[src/rtl/fifo_uart_drain_if.sv]
// FIFO read-side handshake between the dual-clock FIFO and its serial drain.
// master: the drain (pops); slave: the FIFO read port (presents head byte and empty flag).
interface fifo_uart_drain_if;
  logic       empty;
  logic [7:0] r_data;
  logic       r_inc;

  modport master (input empty, input r_data, output r_inc);
  modport slave  (output empty, output r_data, input r_inc);
endinterface

[src/rtl/fifo_uart_drain.sv]
// Read-domain FIFO drain: pops one byte per frame and shifts it out LSB first as an async serial frame.
// Optional parity bit enabled by defining FIFO_UART_DRAIN_PARITY_EN (sense chosen by PARITY_ODD).
module fifo_uart_drain #(
  parameter int CLKS_PER_BIT = 16,
  parameter int PARITY_ODD   = 0
) (
  input  logic                r_clk,
  input  logic                r_rst,
  input  logic                tx_en,
  fifo_uart_drain_if.master   rd,
  output logic                tx,
  output logic                busy
);

  localparam int                BAUD_W   = $clog2(CLKS_PER_BIT);
  localparam logic [BAUD_W-1:0] BAUD_MAX = BAUD_W'(CLKS_PER_BIT - 1);

  typedef enum logic [2:0] {
    IDLE,
    START,
    DATA,
`ifdef FIFO_UART_DRAIN_PARITY_EN
    PARITY,
`endif
    STOP
  } state_e;

  state_e              state_q, state_d;
  logic [BAUD_W-1:0]   baud_q, baud_d;
  logic [2:0]          bit_q, bit_d;
  logic [7:0]          shift_q, shift_d;
  logic                tx_q, tx_d;
  logic                r_inc_q, r_inc_d;
  logic                busy_q, busy_d;
  logic                bit_end;

`ifdef FIFO_UART_DRAIN_PARITY_EN
  logic                par_q, par_d;

  function automatic logic parity_of(input logic [7:0] b);
    return (^b) ^ (PARITY_ODD != 0);
  endfunction
`endif

  assign bit_end  = (baud_q == BAUD_MAX);
  assign tx       = tx_q;
  assign busy     = busy_q;
  assign rd.r_inc = r_inc_q;

  always_comb begin
    state_d = state_q;
    baud_d  = baud_q;
    bit_d   = bit_q;
    shift_d = shift_q;
    tx_d    = tx_q;
    r_inc_d = 1'b0;
    busy_d  = busy_q;
`ifdef FIFO_UART_DRAIN_PARITY_EN
    par_d   = par_q;
`endif

    if (state_q != IDLE) begin
      baud_d = bit_end ? '0 : baud_q + 1'b1;
    end

    case (state_q)
      IDLE: begin
        tx_d   = 1'b1;
        busy_d = 1'b0;
        // Always at least one IDLE cycle, so the FIFO's empty flag has caught up with the last pop.
        if (tx_en && !rd.empty) begin
          state_d = START;
          shift_d = rd.r_data;
`ifdef FIFO_UART_DRAIN_PARITY_EN
          par_d   = parity_of(rd.r_data);
`endif
          tx_d    = 1'b0;
          r_inc_d = 1'b1;
          busy_d  = 1'b1;
          baud_d  = '0;
          bit_d   = '0;
        end
      end
      START: begin
        if (bit_end) begin
          state_d = DATA;
          tx_d    = shift_q[0];
        end
      end
      DATA: begin
        if (bit_end) begin
          shift_d = {1'b0, shift_q[7:1]};
          if (bit_q == 3'd7) begin
            bit_d   = '0;
`ifdef FIFO_UART_DRAIN_PARITY_EN
            state_d = PARITY;
            tx_d    = par_q;
`else
            state_d = STOP;
            tx_d    = 1'b1;
`endif
          end else begin
            bit_d = bit_q + 3'd1;
            tx_d  = shift_q[1];
          end
        end
      end
`ifdef FIFO_UART_DRAIN_PARITY_EN
      PARITY: begin
        if (bit_end) begin
          state_d = STOP;
          tx_d    = 1'b1;
        end
      end
`endif
      STOP: begin
        if (bit_end) begin
          state_d = IDLE;
          tx_d    = 1'b1;
          busy_d  = 1'b0;
        end
      end
      default: begin
        state_d = IDLE;
        tx_d    = 1'b1;
        busy_d  = 1'b0;
      end
    endcase
  end

  always_ff @(posedge r_clk) begin
    if (!r_rst) begin
      state_q <= IDLE;
      baud_q  <= '0;
      bit_q   <= '0;
      shift_q <= '0;
      tx_q    <= 1'b1;
      r_inc_q <= 1'b0;
      busy_q  <= 1'b0;
`ifdef FIFO_UART_DRAIN_PARITY_EN
      par_q   <= 1'b0;
`endif
    end else begin
      state_q <= state_d;
      baud_q  <= baud_d;
      bit_q   <= bit_d;
      shift_q <= shift_d;
      tx_q    <= tx_d;
      r_inc_q <= r_inc_d;
      busy_q  <= busy_d;
`ifdef FIFO_UART_DRAIN_PARITY_EN
      par_q   <= par_d;
`endif
    end
  end

endmodule
[src/flat_wrapper.sv]
// flat-port wrapper written by rule: the top's interface ports become plain ports
module fifo_uart_drain_flat 
#(
  parameter int CLKS_PER_BIT = 16,
  parameter int PARITY_ODD   = 0
)
  (r_clk, r_rst, tx_en, tx, busy, rd_empty, rd_r_data, rd_r_inc);
  fifo_uart_drain_if rd_i ();
  input  logic r_clk;
  input  logic r_rst;
  input  logic tx_en;
  output logic tx;
  output logic busy;
  input wire logic [$bits(rd_i.empty)-1:0] rd_empty;
  input wire logic [$bits(rd_i.r_data)-1:0] rd_r_data;
  output wire logic [$bits(rd_i.r_inc)-1:0] rd_r_inc;
  assign rd_i.empty = rd_empty;
  assign rd_i.r_data = rd_r_data;
  assign rd_r_inc = rd_i.r_inc;
  fifo_uart_drain #(.CLKS_PER_BIT(CLKS_PER_BIT), .PARITY_ODD(PARITY_ODD)) u_core (.r_clk(r_clk), .r_rst(r_rst), .tx_en(tx_en), .rd(rd_i), .tx(tx), .busy(busy));
endmodule
[config.mk]
export PLATFORM = sky130hd
export DESIGN_NAME = fifo_uart_drain_flat
export DESIGN_NICKNAME = d
export VERILOG_FILES = /design/src/rtl/fifo_uart_drain_if.sv /design/src/rtl/fifo_uart_drain.sv /design/src/flat_wrapper.sv
export SDC_FILE = /design/constraint.sdc
export NUM_CORES = 1
export LEC_CHECK = 0
export CAP_MARGIN = 20
export CORE_MARGIN = 2
export CORE_UTILIZATION = 45
export CTS_BUF_LIST = sky130_fd_sc_hd__clkbuf_4 sky130_fd_sc_hd__clkbuf_8
export DETAILED_ROUTE_END_ITERATION = 6
export PLACE_DENSITY = 0.68
export RECOVER_POWER = 100
export REMOVE_ABC_BUFFERS = 1
export SLEW_MARGIN = 15
export SYNTH_ARGS = -nofsm -noshare
export SYNTH_HDL_FRONTEND = slang
export SYNTH_SLANG_ARGS = --single-unit
[constraint.sdc]
create_clock -name r_clk -period 2.3 [get_ports r_clk]
set_input_delay 0.46 -clock r_clk [delete_from_list [all_inputs] [get_ports r_clk]]
set_output_delay 0.46 -clock r_clk [all_outputs]
set_load 0.02 [all_outputs]
# After elaboration in Yosys (flattened, before gate mapping)
# Index checks and enable logic that the tools add are counted.
totals:
  out_inout_bits: 3
  latch_bits: 0
  ramBits: 0
  regBits: 21
  rom_bits: 0
  mem_count: 0
classes:
  add_sub_neg: 2
  magnitude_cmp: 0
  n_shift: 0
  eq_ne: 10
  n_reduce_logical: 11
  n_div: 0
  n_mul: 0
  bitwise_logic: 1
  n_mux: 26
op_table:
  columns: ["op", "count"]
  rows:
  - ["3-bit two-way mux", 8]
  - ["4-bit two-way mux", 4]
  - ["8-bit two-way mux", 2]
  - ["8-bit one-hot mux with 2 select lines", 1]
  - ["3-bit one-hot mux with 4 select lines", 1]
  - ["2-bit by 1-bit != test with 1-bit output, second input constant", 5]
  - ["1-bit two-way mux", 7]
  - ["3-bit by 2-bit equality test with 1-bit output, second input constant", 2]
  - ["3-bit one-hot mux with 2 select lines", 1]
  - ["3-bit AND reduction", 2]
  - ["5-bit AND reduction", 1]
  - ["4-bit by 1-bit adder with 4-bit output, second input constant", 1]
  - ["4-bit equality test, second input constant", 1]
  - ["1-bit one-hot mux with 4 select lines", 1]
  - ["2-bit AND reduction", 2]
  - ["3-bit by 1-bit adder with 3-bit output, second input constant", 1]
  - ["3-bit by 1-bit equality test with 1-bit output, second input constant", 1]
  - ["3-bit equality test, second input constant", 1]
  - ["3-bit zero test", 1]
  - ["1-bit one-hot mux with 3 select lines", 1]
  - ["3-bit nonzero test", 1]
  - ["2-bit nonzero test", 1]
  - ["2-bit OR reduction", 1]
  - ["1-bit logical AND", 1]
  - ["other kinds (2)", 2]

# Depth between registers and ports, before layout
# Gate-level depths: netlist (run 1).
depth:
  ltp_word: 5
  depth_mapped: 6
  depth_no_buf: 5

# Least setup slack after synthesis (run 1)
# No wires, ideal clock.
synth_timing:
  path_kind: "register to register"
  from: "reg u_core.state_q[0]"
  to: "reg u_core.state_q[1]"
  setup_time_ns: 0.072
  arrival_time_ns: 1.563
  path_stages_with_launch: 6
  path_slack_ns: 0.665
  cell_sequence: "dfxtp_1 inv_1 ha_1 or3_4 a221oi_2 mux2i_1"
synth_between:
  elab_chain_len: 3
  word_cells_on_any_way: 11
synth_rtl:
  columns: ["element", "line_no", "text"]
  rows:
  - ["start, declared", "fifo_uart_drain.sv:28", "state_e state_q, state_d;"]
  - ["start signal, assigned", "fifo_uart_drain.sv:144", "state_q <= state_d;"]
  - ["3-bit by 2-bit equality test with 1-bit output, or another cell as far along", "fifo_uart_drain.sv:66", "case (state_q)"]
  - ["2-bit by 1-bit != test with 1-bit output (no line)", null, null]
  - ["5-bit AND reduction (no line)", null, null]
# Several ways; a longest one is shown, not always the timed one.
# A chain may end at the register's enable or synchronous reset.

# Worst setup path after layout (run 1)
# Ends and elaborated chain as after synthesis.

==> impl_metrics.ini, run 1 <==
[yosys]
syn_inst = 113
synth_most_common_cell = nand2_1
ys_ff_latch = 20
synth_edf_count = 0
synthDistinctLibCells = 36
ys_seq_area_share_pct = 36.8
synthTopCellsByCount = nand2_1 (21), dfxtp_1 (20), mux2i_1 (11)
ys_top_cells_by_area = dfxtp_1 (37%), mux2i_1 (10%), ha_1 (9.2%)
synth_top_cell_area_share_pct = 36.8
syn_area_um2 = 1090
async_reset_ff_share_pct = 0
yosysWarningCount = 0
yosys.area.top_type = dfxtp_1
syn_area_per_cell_um2 = 9.63
synthFlopType = dfxtp_1

[clock_tree]
clkSlewWorstSetupHoldPaths_ns = 0.12
clockBufferDepth = 2
root_buffer = clkbuf_4
cts_made_buffers = 3
htree_levels = 1
tritoncts = built
ctsResizeCount = 0
cts_sinks = 20
hold_buffers = 0
postCtsSetupBuffers = 0
clock_latency_ns = 0.30

[timing]
rsz0062_at_grt = false
finalMaxSlewViolations = 0
finalCriticalPeriod_ns = 2.04
final-setup-viol-count = 0
clock_skew_ns = 0.00217
finalHoldViolCount = 0
maxSlewHeadroom_pct = 60.2
worstMarginPinSlew_ns = 0.598
finalCritPeriodShare_pct = 88.8
fmax_ghz = 0.489
tns_ns = 0

[route]
via_count = 835
ant_nets = 0
drtPass1Iterations = 4
drtIter0Drc = 8
wl_per_cell_um = 13.1
routed_wl_um = 2040
route.detailed.drc = 0
routed_via_density = 5.35

[power]
p_leak_nw = 0.579
p_clk_share_pct = 18.7
pwr-share-seq_pct = 41.0
p_per_area_nw_per_um2 = 870
intPower_mw = 0.728
ir_drop_mv = 0.528
swShare_pct = 34.6
pwr-share-comb_pct = 40.3
switching_power_mw = 0.385

[critical_path]
r2r_end = u_core.state_q[1]$_SDFFE_PN0P_
required_ns = 2.54
r2r-start = u_core.state_q[0]$_SDFFE_PN0P_
cp.arrival_ns = 2.28
critPathCaptureType = flip-flop
reg2regPathDepth = 5
crit_fanout = 10
r2r_slack_ns = 0.26
cpPeakStageDelay_ns = 0.46
crit_chain = inv_1, ha_1, or3_1, a221oi_1, mux2i_1
crit_type = reg -> reg
cp_slowest_cell = or3_1
critPathLaunchType = flip-flop

[worst_hold_path]
worstHoldPathCells = 2
hold_path_end = u_core.shift_q[5]$_SDFFE_PN0P_
hold_class = reg -> reg
hold_start = u_core.shift_q[5]$_SDFFE_PN0P_

[floorplan]
io_pins = 15
start_util_pct = 48.3
fp-row-count = 17
core_um2 = 2250
fp.dieW_um = 53.2
die_h_um = 53.2
die_area_um2 = 2830

[placement]
place_hpwl_um = 1540
routabilityCongestion = 0.695
io_buffer_count = 14
place_inst = 152

[cells_and_area]
fin_cells = 156
area_growth_pct = 17.6
antennaDiodeCount = 0
drive_gt1_share_pct = 11.7
nets = 149
n_fill_cell = 220

[outcome]
run_status = completed

[grt]
grt_pass1_wl_um = 3570
grt_pass1_vias = 842
grt_remaining_overflow = 0
grt_usage_pct = 17.1
antenna_found_initial = 0
grt_max_degree = 15

[flow_run]
drv_cap = 0
-- sequential cells by signal, summed over array words and instances, names as in the netlist --
name and cells:
u_core.bit_q 3, u_core.state_q 2, u_core.shift_q 8, u_core.rd.r_inc 1, u_core.busy 1, u_core.tx 1
u_core.baud_q 4
-- critical path: cells and delay by family (launching register included) --
family                   cells  cell delay, ns
AND/OR/NAND/NOR              1            0.46
AO/OA/AOI/OAI                1            0.46
flip-flops                   1            0.43
adder cells (fa/ha/maj)      1            0.32
multiplexers                 1            0.23
buffers and inverters        1            0.09
-- stage by stage --
| step | cell area (um2) | hold slack [ns] | setup WS [ns] | power, mW | utilization, % |
|---|---|---|---|---|---|
| finish | 1280 | 0.469 | 0.257 | 1.11 | 56.8 |
| floorplan | 1060 | 0.435 | 0.536 | 0.805 | - |
| global placement | 1250 | 0.443 | 0.332 | 0.923 | 55.7 |
| global route | 1280 | 0.494 | 0.0796 | 1.20 | 56.8 |
| detailed placement | 1250 | 0.457 | 0.300 | 0.941 | 55.7 |
| CTS | 1290 | 0.475 | 0.280 | 1.15 | 57.3 |
-- worst max-delay path by stage --
stage                              startpoint                             end  slack (ns)  cells after the start
6_report       u_core.state_q[0]$_SDFFE_PN0P_  u_core.state_q[1]$_SDFFE_PN0P_        0.26                      5
5_1_grt        u_core.state_q[0]$_SDFFE_PN0P_  u_core.state_q[1]$_SDFFE_PN0P_        0.08                      5
4_1_cts        u_core.state_q[0]$_SDFFE_PN0P_    u_core.bit_q[2]$_SDFFE_PN0P_        0.28                      5
3_5_place_dp   u_core.state_q[0]$_SDFFE_PN0P_    u_core.bit_q[2]$_SDFFE_PN0P_        0.30                      5
3_3_place_gp                            tx_en    u_core.bit_q[2]$_SDFFE_PN0P_        0.33                      4
2_1_floorplan  u_core.state_q[0]$_SDFFE_PN0P_  u_core.state_q[1]$_SDFFE_PN0P_        0.54                      5
-- power groups by stage --
stage	combinational (mW)	sequential, mW	clock [mW]
after global placement	0.463	0.460	0
after detailed placement	0.475	0.465	0
after CTS	0.480	0.457	0.217
final	0.449	0.456	0.208
after global routing	0.505	0.465	0.227
after floorplan	0.337	0.468	0
-- placed cells by master, fill, tap and decap left out, types with 3 or more instances in the layout --
cell type        instances
a21oi_1                  3
a32o_1                   3
buf_4                    3
clkbuf_4                 3
clkdlybuf4s50_1         11
dfxtp_1                 20
dlygate4sd3_1            3
ha_1                     8
inv_1                    4
mux2_2                   7
mux2i_1                 11
nand2_1                 21
nand2b_1                 3
-- area by class of cell --
class	instances	area [um2]	area share, %
inverters	4	15.0	1.17
flip-flops and latches	20	400	31.3
multi-input cells	83	631	49.3
clock buffers	4	36.3	2.83
repair buffers	17	163	12.7
well taps	28	35.0	2.74
-- cells by family after synthesis --
family	after synthesis	share of synthesized area, %
mux	18	17.4
flops	20	36.8
buf+inv	10	4.25
xor+xnor	2	1.61
fa+ha+maj	8	9.20
compound gates	15	11.4
simple gates	40	19.4
-- layer usage --
metal / vias to the layer above / GRT usage, % / wire (um)
met2: 9 / 30.2 / 996
met1: 391 / 20.5 / 964
met3: 2 / 3.11 / 65
met4: 0 / 6.41 / 14
li1: 433 / - / -
met5: - / 0 / 0
(Power assumes the default switching activity.)
==> inputs of run 2 (changes only) <==
- CTS_CLUSTER_SIZE: default -> 8
==> results of run 2 <==
No change in the layout: final DEF, timing and power equal those of run 1.
